## src/rtl/opb_err_cnt_bank_pkg.sv

```systemverilog
// opb_err_cnt_bank_pkg: register map, CTRL bit positions and handshake state encoding
package opb_err_cnt_bank_pkg;
  localparam logic [7:0] OFF_CNT = 8'h00;
  localparam logic [7:0] OFF_CTRL = 8'h40;
  localparam logic [7:0] OFF_OVF = 8'h44;
  localparam int CTRL_CLR = 31;
  localparam int CTRL_FRZ = 30;
  typedef enum logic [1:0] {IDLE, ACK, HOLD} state_t;
endpackage

```

## src/rtl/opb_err_cnt_cell.sv

```systemverilog
// opb_err_cnt_cell: one saturating error counter with its sticky overflow flag
module opb_err_cnt_cell #(
  parameter int W = 32
) (
  input  logic         clk,
  input  logic         rst,
  input  logic         inc,
  input  logic         clr,
  input  logic         ovf_clr,
  output logic [W-1:0] cnt,
  output logic         ovf
);
  logic sat;
  assign sat = &cnt;
  // clear beats everything; an overflow event beats a same-cycle write-1-clear
  always_ff @(posedge clk or posedge rst)
    if (rst) begin
      cnt <= '0;
      ovf <= 1'b0;
    end else begin
      cnt <= clr ? '0 : (inc && !sat) ? cnt + 1'b1 : cnt;
      ovf <= clr ? 1'b0 : (inc && sat) ? 1'b1 : ovf_clr ? 1'b0 : ovf;
    end
endmodule

```

## src/rtl/opb_err_cnt_bank.sv

```systemverilog
// opb_err_cnt_bank: OPB slave exposing a bank of saturating error counters with CTRL and OVF registers
module opb_err_cnt_bank
  import opb_err_cnt_bank_pkg::*;
#(
  parameter logic [31:0] C_BASEADDR = 32'h01080400,
  parameter logic [31:0] C_HIGHADDR = 32'h010804FF,
  parameter int C_NUM_CNT = 4,
  parameter int C_CNT_WIDTH = 32
) (
  input  logic                 OPB_Clk,
  input  logic                 OPB_Rst,
  input  logic [0:31]          OPB_ABus,
  input  logic [0:3]           OPB_BE,
  input  logic [0:31]          OPB_DBus,
  input  logic                 OPB_RNW,
  input  logic                 OPB_select,
  input  logic                 OPB_seqAddr,
  input  logic [C_NUM_CNT-1:0] err_pulse,
  input  logic                 cnt_en,
  output logic [0:31]          Sl_DBus,
  output logic                 Sl_xferAck,
  output logic                 Sl_errAck,
  output logic                 Sl_retry,
  output logic                 Sl_toutSup
);
  state_t state, state_nxt;
  logic hit, acc, wr, clr, freeze;
  logic [7:0] off;
  logic [31:0] rdata, cnt_rd, rd_q;
  logic [C_NUM_CNT-1:0] inc, ovf, ovf_clr;
  logic [C_CNT_WIDTH-1:0] cnt [C_NUM_CNT];
  logic unused;
  assign unused = ^{OPB_seqAddr, OPB_BE[0:2], OPB_ABus[30:31], OPB_DBus};
  assign Sl_errAck = 1'b0;
  assign Sl_retry = 1'b0;
  assign Sl_toutSup = 1'b0;
  assign off = {OPB_ABus[24:29], 2'b00};
  assign hit = OPB_select && (OPB_ABus >= C_BASEADDR) && (OPB_ABus <= C_HIGHADDR);
  assign acc = (state == IDLE) && hit;
  assign wr = acc && !OPB_RNW && OPB_BE[3];
  assign clr = wr && (off == OFF_CTRL) && OPB_DBus[CTRL_CLR];
  assign inc = err_pulse & {C_NUM_CNT{cnt_en && !freeze}};
  always_ff @(posedge OPB_Clk or posedge OPB_Rst)
    if (OPB_Rst) state <= IDLE;
    else state <= state_nxt;
  always_comb
    state_nxt = (state == IDLE) ? (hit ? ACK : IDLE) : (state == ACK) ? HOLD : IDLE;
  always_comb begin
    Sl_xferAck = (state == ACK);
    Sl_DBus = Sl_xferAck ? rd_q : '0;
  end
  always_ff @(posedge OPB_Clk or posedge OPB_Rst)
    if (OPB_Rst) begin
      freeze <= 1'b0;
      rd_q <= '0;
    end else begin
      if (wr && off == OFF_CTRL) freeze <= OPB_DBus[CTRL_FRZ];
      if (acc) rd_q <= OPB_RNW ? rdata : '0;
    end
  always_comb begin
    ovf_clr = '0;
    for (int i = 0; i < C_NUM_CNT; i++) ovf_clr[i] = wr && (off == OFF_OVF) && OPB_DBus[31-i];
  end
  always_comb begin
    cnt_rd = '0;
    for (int i = 0; i < C_NUM_CNT; i++) if (off == OFF_CNT + 8'(4 * i)) cnt_rd = 32'(cnt[i]);
  end
  assign rdata = (off == OFF_CTRL) ? 32'(freeze) << (31 - CTRL_FRZ) : (off == OFF_OVF) ? 32'(ovf) : cnt_rd;
  for (genvar g = 0; g < C_NUM_CNT; g++) begin : g_cell
    opb_err_cnt_cell #(.W(C_CNT_WIDTH)) u_cell (
      .clk(OPB_Clk),
      .rst(OPB_Rst),
      .inc(inc[g]),
      .clr(clr),
      .ovf_clr(ovf_clr[g]),
      .cnt(cnt[g]),
      .ovf(ovf[g])
    );
  end
endmodule

```

## config.mk

```make
export PLATFORM = sky130hd
export DESIGN_NAME = opb_err_cnt_bank
export DESIGN_NICKNAME = d
export VERILOG_FILES = /design/src/rtl/opb_err_cnt_bank_pkg.sv /design/src/rtl/opb_err_cnt_cell.sv /design/src/rtl/opb_err_cnt_bank.sv
export SDC_FILE = /design/constraint.sdc
export NUM_CORES = 1
export LEC_CHECK = 0
export CAP_MARGIN = 30
export CORE_MARGIN = 5
export CORE_UTILIZATION = 39
export DETAILED_ROUTE_END_ITERATION = 6
export GPL_TIMING_DRIVEN = 1
export PLACE_DENSITY = 0.7
export SLEW_MARGIN = 15
export SYNTH_ARGS = -nofsm -noshare
export SYNTH_HDL_FRONTEND = slang
export SYNTH_SLANG_ARGS = --single-unit
```

## constraint.sdc

```tcl
create_clock -name OPB_Clk -period 17.6 [get_ports OPB_Clk]
set_input_delay 3.52 -clock OPB_Clk [delete_from_list [all_inputs] [get_ports OPB_Clk]]
set_output_delay 3.52 -clock OPB_Clk [all_outputs]
set_load 0.02 [all_outputs]
```

== Word level (Yosys, flattened, before mapping) ==
Index checks and enable logic that the tools add are counted.

* Register bits after elaboration: 167

* Reduce and logical (&&, ||, !) cells: 41
* Muxes and demuxes: 31
* $add $sub $neg: 4
* Equal/unequal tests: 6
* Bitwise gates (word level): 1
* Order comparisons: 2

{| class="wikitable"
|+ Operators by type and width
! operator !! number
|-
| $mux 32 || 16
|-
| $add 32x1->32 const B || 4
|-
| $reduce_and 32->1 || 4
|-
| $ge 32x25->1 const B || 1
|-
| $le 32x25->1 const B || 1
|-
| $logic_and 1x1->1 || 21
|-
| $mux 1 || 13
|-
| $eq 6x2->1 const B || 2
|-
| $eq 6x5->1 const B || 2
|-
| $reduce_bool 3->1 || 4
|-
| $logic_not 8->1 || 1
|-
| $reduce_bool 2->1 || 4
|-
| $eq 6x1->1 const B || 1
|-
| $logic_not 1->1 || 6
|-
| $and 4x4->4 || 1
|-
| $mux 2 || 2
|-
| $eq 2x1->1 const B || 1
|-
| $logic_not 2->1 || 1
|}

== Longest topological paths before layout ==
* Word-level depth: 11
* Gate-level depth with buffers: 9
* Depth with buffers taken out: 7

== Modules after synthesis ==
A second synthesis with hierarchy kept.

* Cell total of the unflattened synthesis: 1111
* Area total of the unflattened synthesis: 10906.7 um^2

{| class="wikitable"
|+ By module, submodules not included
! module !! area an instance (um^2) !! instances !! seq. area each (um^2) !! cells each
|-
| opb_err_cnt_cell || 2018.2 || 4 || 825.8 || 209
|-
| opb_err_cnt_bank || 2834.0 || 1 || 875.8 || 275
|}

== Worst setup path before layout ==
No wires, ideal clock.

* Kind: input-to-reg
* Start: input OPB_ABus[14] (netlist name)
* End: register g_cell[2].u_cell.cnt[14]
* Required time: 17480 ps
* Arrival time: 5469 ps
* Cell stages on the path: 7
* Path slack: 12011 ps
* Setup time: 120 ps
* Cells stage by stage: or4_1 or4_1 nor4_4 nor3b_2 buf_2 buf_4 nor2_1

* Cells in the longest elaborated chain, start to end: 9
* Elaborated cells on any way between the ends: 11
* Those cells by class: order compare: 2; mux: 1; reduce/logical: 8

{| class="wikitable"
|+ RTL lines
! what !! RTL line !! text
|-
| start: declaration || opb_err_cnt_bank.sv:12 || <nowiki>input logic [0:31] OPB_ABus,</nowiki>
|-
| $ge 32x25->1 || opb_err_cnt_bank.sv:38 || <nowiki>assign hit = OPB_select && (OPB_ABus >= C_BASEADDR) && (OPB_ABus <= C_HIGHADDR);</nowiki>
|-
| $logic_and 1x1->1 || opb_err_cnt_bank.sv:38 ||
|-
| $logic_and 1x1->1 * || opb_err_cnt_bank.sv:38 ||
|-
| $logic_and 1x1->1 * || opb_err_cnt_bank.sv:39 || <nowiki>assign acc = (state == IDLE) && hit;</nowiki>
|-
| $logic_and 1x1->1 * (2 in a row) || opb_err_cnt_bank.sv:40 || <nowiki>assign wr = acc && !OPB_RNW && OPB_BE[3];</nowiki>
|-
| $logic_and 1x1->1 * (2 in a row) || opb_err_cnt_bank.sv:41 || <nowiki>assign clr = wr && (off == OFF_CTRL) && OPB_DBus[CTRL_CLR];</nowiki>
|-
| $mux 32 or $reduce_bool 2->1 (tied branches) || n/a ||
|-
| end signal: assignment || opb_err_cnt_cell.sv:21 || <nowiki>cnt <= clr ? '0 : (inc && !sat) ? cnt + 1'b1 : cnt;</nowiki>
|-
| end: declaration || opb_err_cnt_cell.sv:10 || <nowiki>output logic [W-1:0] cnt,</nowiki>
|}

Every way passes the cells marked *; elsewhere a longest branch is shown, timed or not.
A chain may end at the register's enable or synchronous reset.

== Worst setup path in the final report ==
* Start: input OPB_ABus[14] (netlist name)
* End: register g_cell[1].u_cell.cnt[23]

* Cells in the longest elaborated chain, start to end: 9
* Elaborated cells on any way between the ends: 11
* Those cells by class: order compare: 2; mux: 1; reduce/logical: 8

{| class="wikitable"
|+ RTL lines
! what !! RTL line
|-
| $ge 32x25->1 || opb_err_cnt_bank.sv:38
|-
| $logic_and 1x1->1 || opb_err_cnt_bank.sv:38
|-
| $logic_and 1x1->1 * || opb_err_cnt_bank.sv:38
|-
| $logic_and 1x1->1 * || opb_err_cnt_bank.sv:39
|-
| $logic_and 1x1->1 * (2 in a row) || opb_err_cnt_bank.sv:40
|-
| $logic_and 1x1->1 * (2 in a row) || opb_err_cnt_bank.sv:41
|-
| $mux 32 or $reduce_bool 2->1 (tied branches) || n/a
|-
| end signal: assignment || opb_err_cnt_cell.sv:21
|-
| end: declaration || opb_err_cnt_cell.sv:10
|}

Marks and branches as above.

==> metrics.csv <==
stage,metric,value,unit
clock_network,clk_latency,430,ps
routing,ant_nets,0,
global_route,antenna_found_initial,0,
worst_setup_path,crit_start,OPB_ABus[14],
clock_network,post_cts_resize_count,0,
power,p_seq_share,48.9,%
synthesis,synth.distinct_cells,50,
worst_setup_path,cp-start-kind,input pin,
synthesis,synth_seq_cells,167,
clock_network,cts_made_buffers,17,
placed_design,portBuffers,76,
floorplan,ios,114,
global_route,overflow,0,
routing,drc,0,
worst_setup_path,end_kind,flop,
sta,setup_violations,0,
layout,area_delta_synth_final,18.3,%
layout,diodes,0,
synthesis,syn_area,0.00946,mm^2
floorplan,start_util,39.2,%
worst_setup_path,crit_fanout,75,
clock_network,hold_buffers,0,
clock_network,postCtsSetupRepairBufs,0,
power,switching_power,0.258,mW
routing,vias,7907,
clock_network,clk_pin_slew,60,ps
flow_run,cap_violations,0,
sta,finalCriticalPeriod,6340,ps
power,cellLeakagePower,4.70,nW
power,vdd_drop_max,0.0000712,V
layout,seq_area,0.00418,mm^2
clock_network,cts_max_level,4,
routing,wire_per_inst,17.8,um
synthesis,synth_adder_area_share,0.529,%
worst_setup_path,cp.arrival,6610,ps
synthesis,syn_inst,1004,
floorplan,fp.coreArea,0.0241,mm^2
placed_design,hpwl,18.2,mm
floorplan,dieWidth,166,um
routing,totalWireLength,25.1,mm
worst_setup_path,reg2reg_from,g_cell[3].u_cell.cnt[25]$_DFFE_PP0P_,
floorplan,die_area,0.0275,mm^2
layout,multi_input_comb_area,0.00506,mm^2
sta,fmax,0.158,GHz
sta,hold_slack,456,ps
synthesis,synth-compound-area-share,3.67,%
sta,finalCritPeriodShare,36.0,%
sta,fin_worst_skew,9.64,ps
power,p_clk_share,40.1,%
synthesis,ys.flop_type,dfrtp_1,
power,p_int,0.660,mW
layout,fillers,2276,
sta,maxSlewHeadroom,33.7,%
sta,worst_slew_pin_slew,986,ps
synthesis,synth_xor_area_share,9.63,%
layout,nets,1157,
synthesis,ys_async_sr_fraction,100,%
sta,rsz0062_at_grt,false,
layout,final_common_cell,dfrtp_1,
floorplan,rows,57,
global_route,grt_pass1_wl,41.6,mm
synthesis,seq_area_frac_synth,44.2,%
global_route,grt_pass1_vias,7700,
clock_network,cts_tree,done,
synthesis,synthTopCellsByArea,"dfrtp_1, mux4_2, nor2_1",
global_route,grt.total_usage,18.5,%
sta,maxSlewViolCount,0,
floorplan,fp.dieH,166,um
outcome,outcome,"finished, final reports clean",
global_route,grt_max_degree,102,
power,powerDensity,82.1,mW/mm^2
clock_network,cts_buffer_depth,2,
routing,viasPerCell,5.60,
synthesis,syn_avg_cell_area,9.42,um^2
placed_design,globalplace.congestion,0.913,
min_path,holdCritPathClass,flop to flop,
clock_network,cts_sinks,167,
power,pwr-share-comb,10.9,%
synthesis,synthSimpleGateAreaFrac,31.2,%
sta,tns,0,ps
sta,hold_viol_final,0,
worst_setup_path,crit_type,input pin to flop,
layout,drive_gt1_share,8.73,%
layout,final_cell_mix,"dfrtp_1, nor2_1, nand2_1",
synthesis,yosysWarnings,0,
worst_setup_path,critPathRequiredTime,17870,ps
power,swShare,28.1,%
routing,dr.pass1.iters,5,
min_path,hp-start,rd_q[13]$_DFFE_PP0P_,
synthesis,synth_top_area_cell,dfrtp_1,
synthesis,synth_top_area_share,44.2,%
routing,drt-initial-drc-count,681,
synthesis,synth_top_family_by_area,simple AND/OR/NAND/NOR gates,
clock_network,root_buffer,clkbuf_16,
synthesis,synth_edf_count,0,
synthesis,synthMuxAreaShare,8.16,%
==> stage by stage <==
stage | util [%] | power, mW | cell area [um^2] | setup slack (ps) | instances
6_report | 46.4 | 0.918 | 11200 | 11260 | 1412
5_1_grt | 46.4 | 0.958 | 11200 | 11090 | 1412
4_1_cts | 46.2 | 0.924 | 11100 | 11280 | 1409
3_5_place_dp | 43.8 | 0.555 | 10600 | 10830 | 1377
3_3_place_gp | 43.8 | 0.551 | 10600 | 10880 | 1376
2_1_floorplan | - | 0.514 | 9460 | 9560 | 1006
==> cell type report <==
type,count,share of cell area (%)
multi-input combinational,784,45.2
sequential,167,37.3
timing repair buffer,95,8.29
clock buffer,18,3.92
tap,324,3.62
clock inverter,14,1.25
inverter,10,0.380
==> state kept, by name, indices dropped and copies added (netlist names) <==
| name | cells |
|---|---|
| g_cell.u_cell.ovf | 4 |
| freeze | 1 |
| state | 2 |
| rd_q | 32 |
| g_cell.u_cell.cnt | 128 |
==> synthesized netlist by cell type (23+ instances only) <==
master / instances
a21oi_1: 23
and2_1: 42
clkbuf_1: 28
dfrtp_1: 167
mux4_2: 32
nand2_1: 113
nand3_1: 87
nand4_1: 48
nor2_1: 138
nor3_1: 32
xnor2_1: 47
xor2_1: 57
==> worst max-delay path: stages <==
cell	delay, ps
clkdlybuf4s50_1	420
or4_1	510
or4_1	460
nor4_4	220
buf_4	360
nor3b_4	240
buf_4	690
nor2_1	130
==> path summary, 6_finish.rpt <==
kind	slack (ps)	endpoint	cells after the start
max in group asynchronous	13010	g_cell[3].u_cell.cnt[30]$_DFFE_PP0P_	3
worst max-delay path	11260	g_cell[1].u_cell.cnt[23]$_DFFE_PP0P_	8
worst min-delay path	460	rd_q[13]$_DFFE_PP0P_	2
worst max register to register	14620	g_cell[3].u_cell.cnt[27]$_DFFE_PP0P_	6
worst min register to register	460	rd_q[13]$_DFFE_PP0P_	2
min in group asynchronous	3430	rd_q[4]$_DFFE_PP0P_	2
==> power groups by stage <==
stage               Sequential [mW]  Combinational, mW  Clock (mW)
floorplan                     0.441             0.0726           0
global placement              0.454             0.0970           0
detailed placement            0.455             0.0997           0
CTS                           0.448              0.100       0.376
global route                  0.454              0.114       0.391
finish                        0.450              0.100       0.369
==> logic make-up after synthesis <==
| kind of cell | after synthesis |
|---|---|
| AOI/OAI and AO/OA | 60 |
| xor gates and xnor gates | 104 |
| adders and majority gates | 4 |
| buffers and inverters | 55 |
| DFF | 167 |
| muxes | 37 |
| other | 1 |
| and+or+nand+nor | 576 |
==> per-layer routing <==
layer	global-route usage (%)	wire length [um]	vias to the layer above
met4	5.06	508	0
li1	-	-	3708
met1	25.3	10900	3881
met5	0	0	-
met2	30.1	12000	286
met3	3.88	1740	32
(Power assumes the default switching activity.)
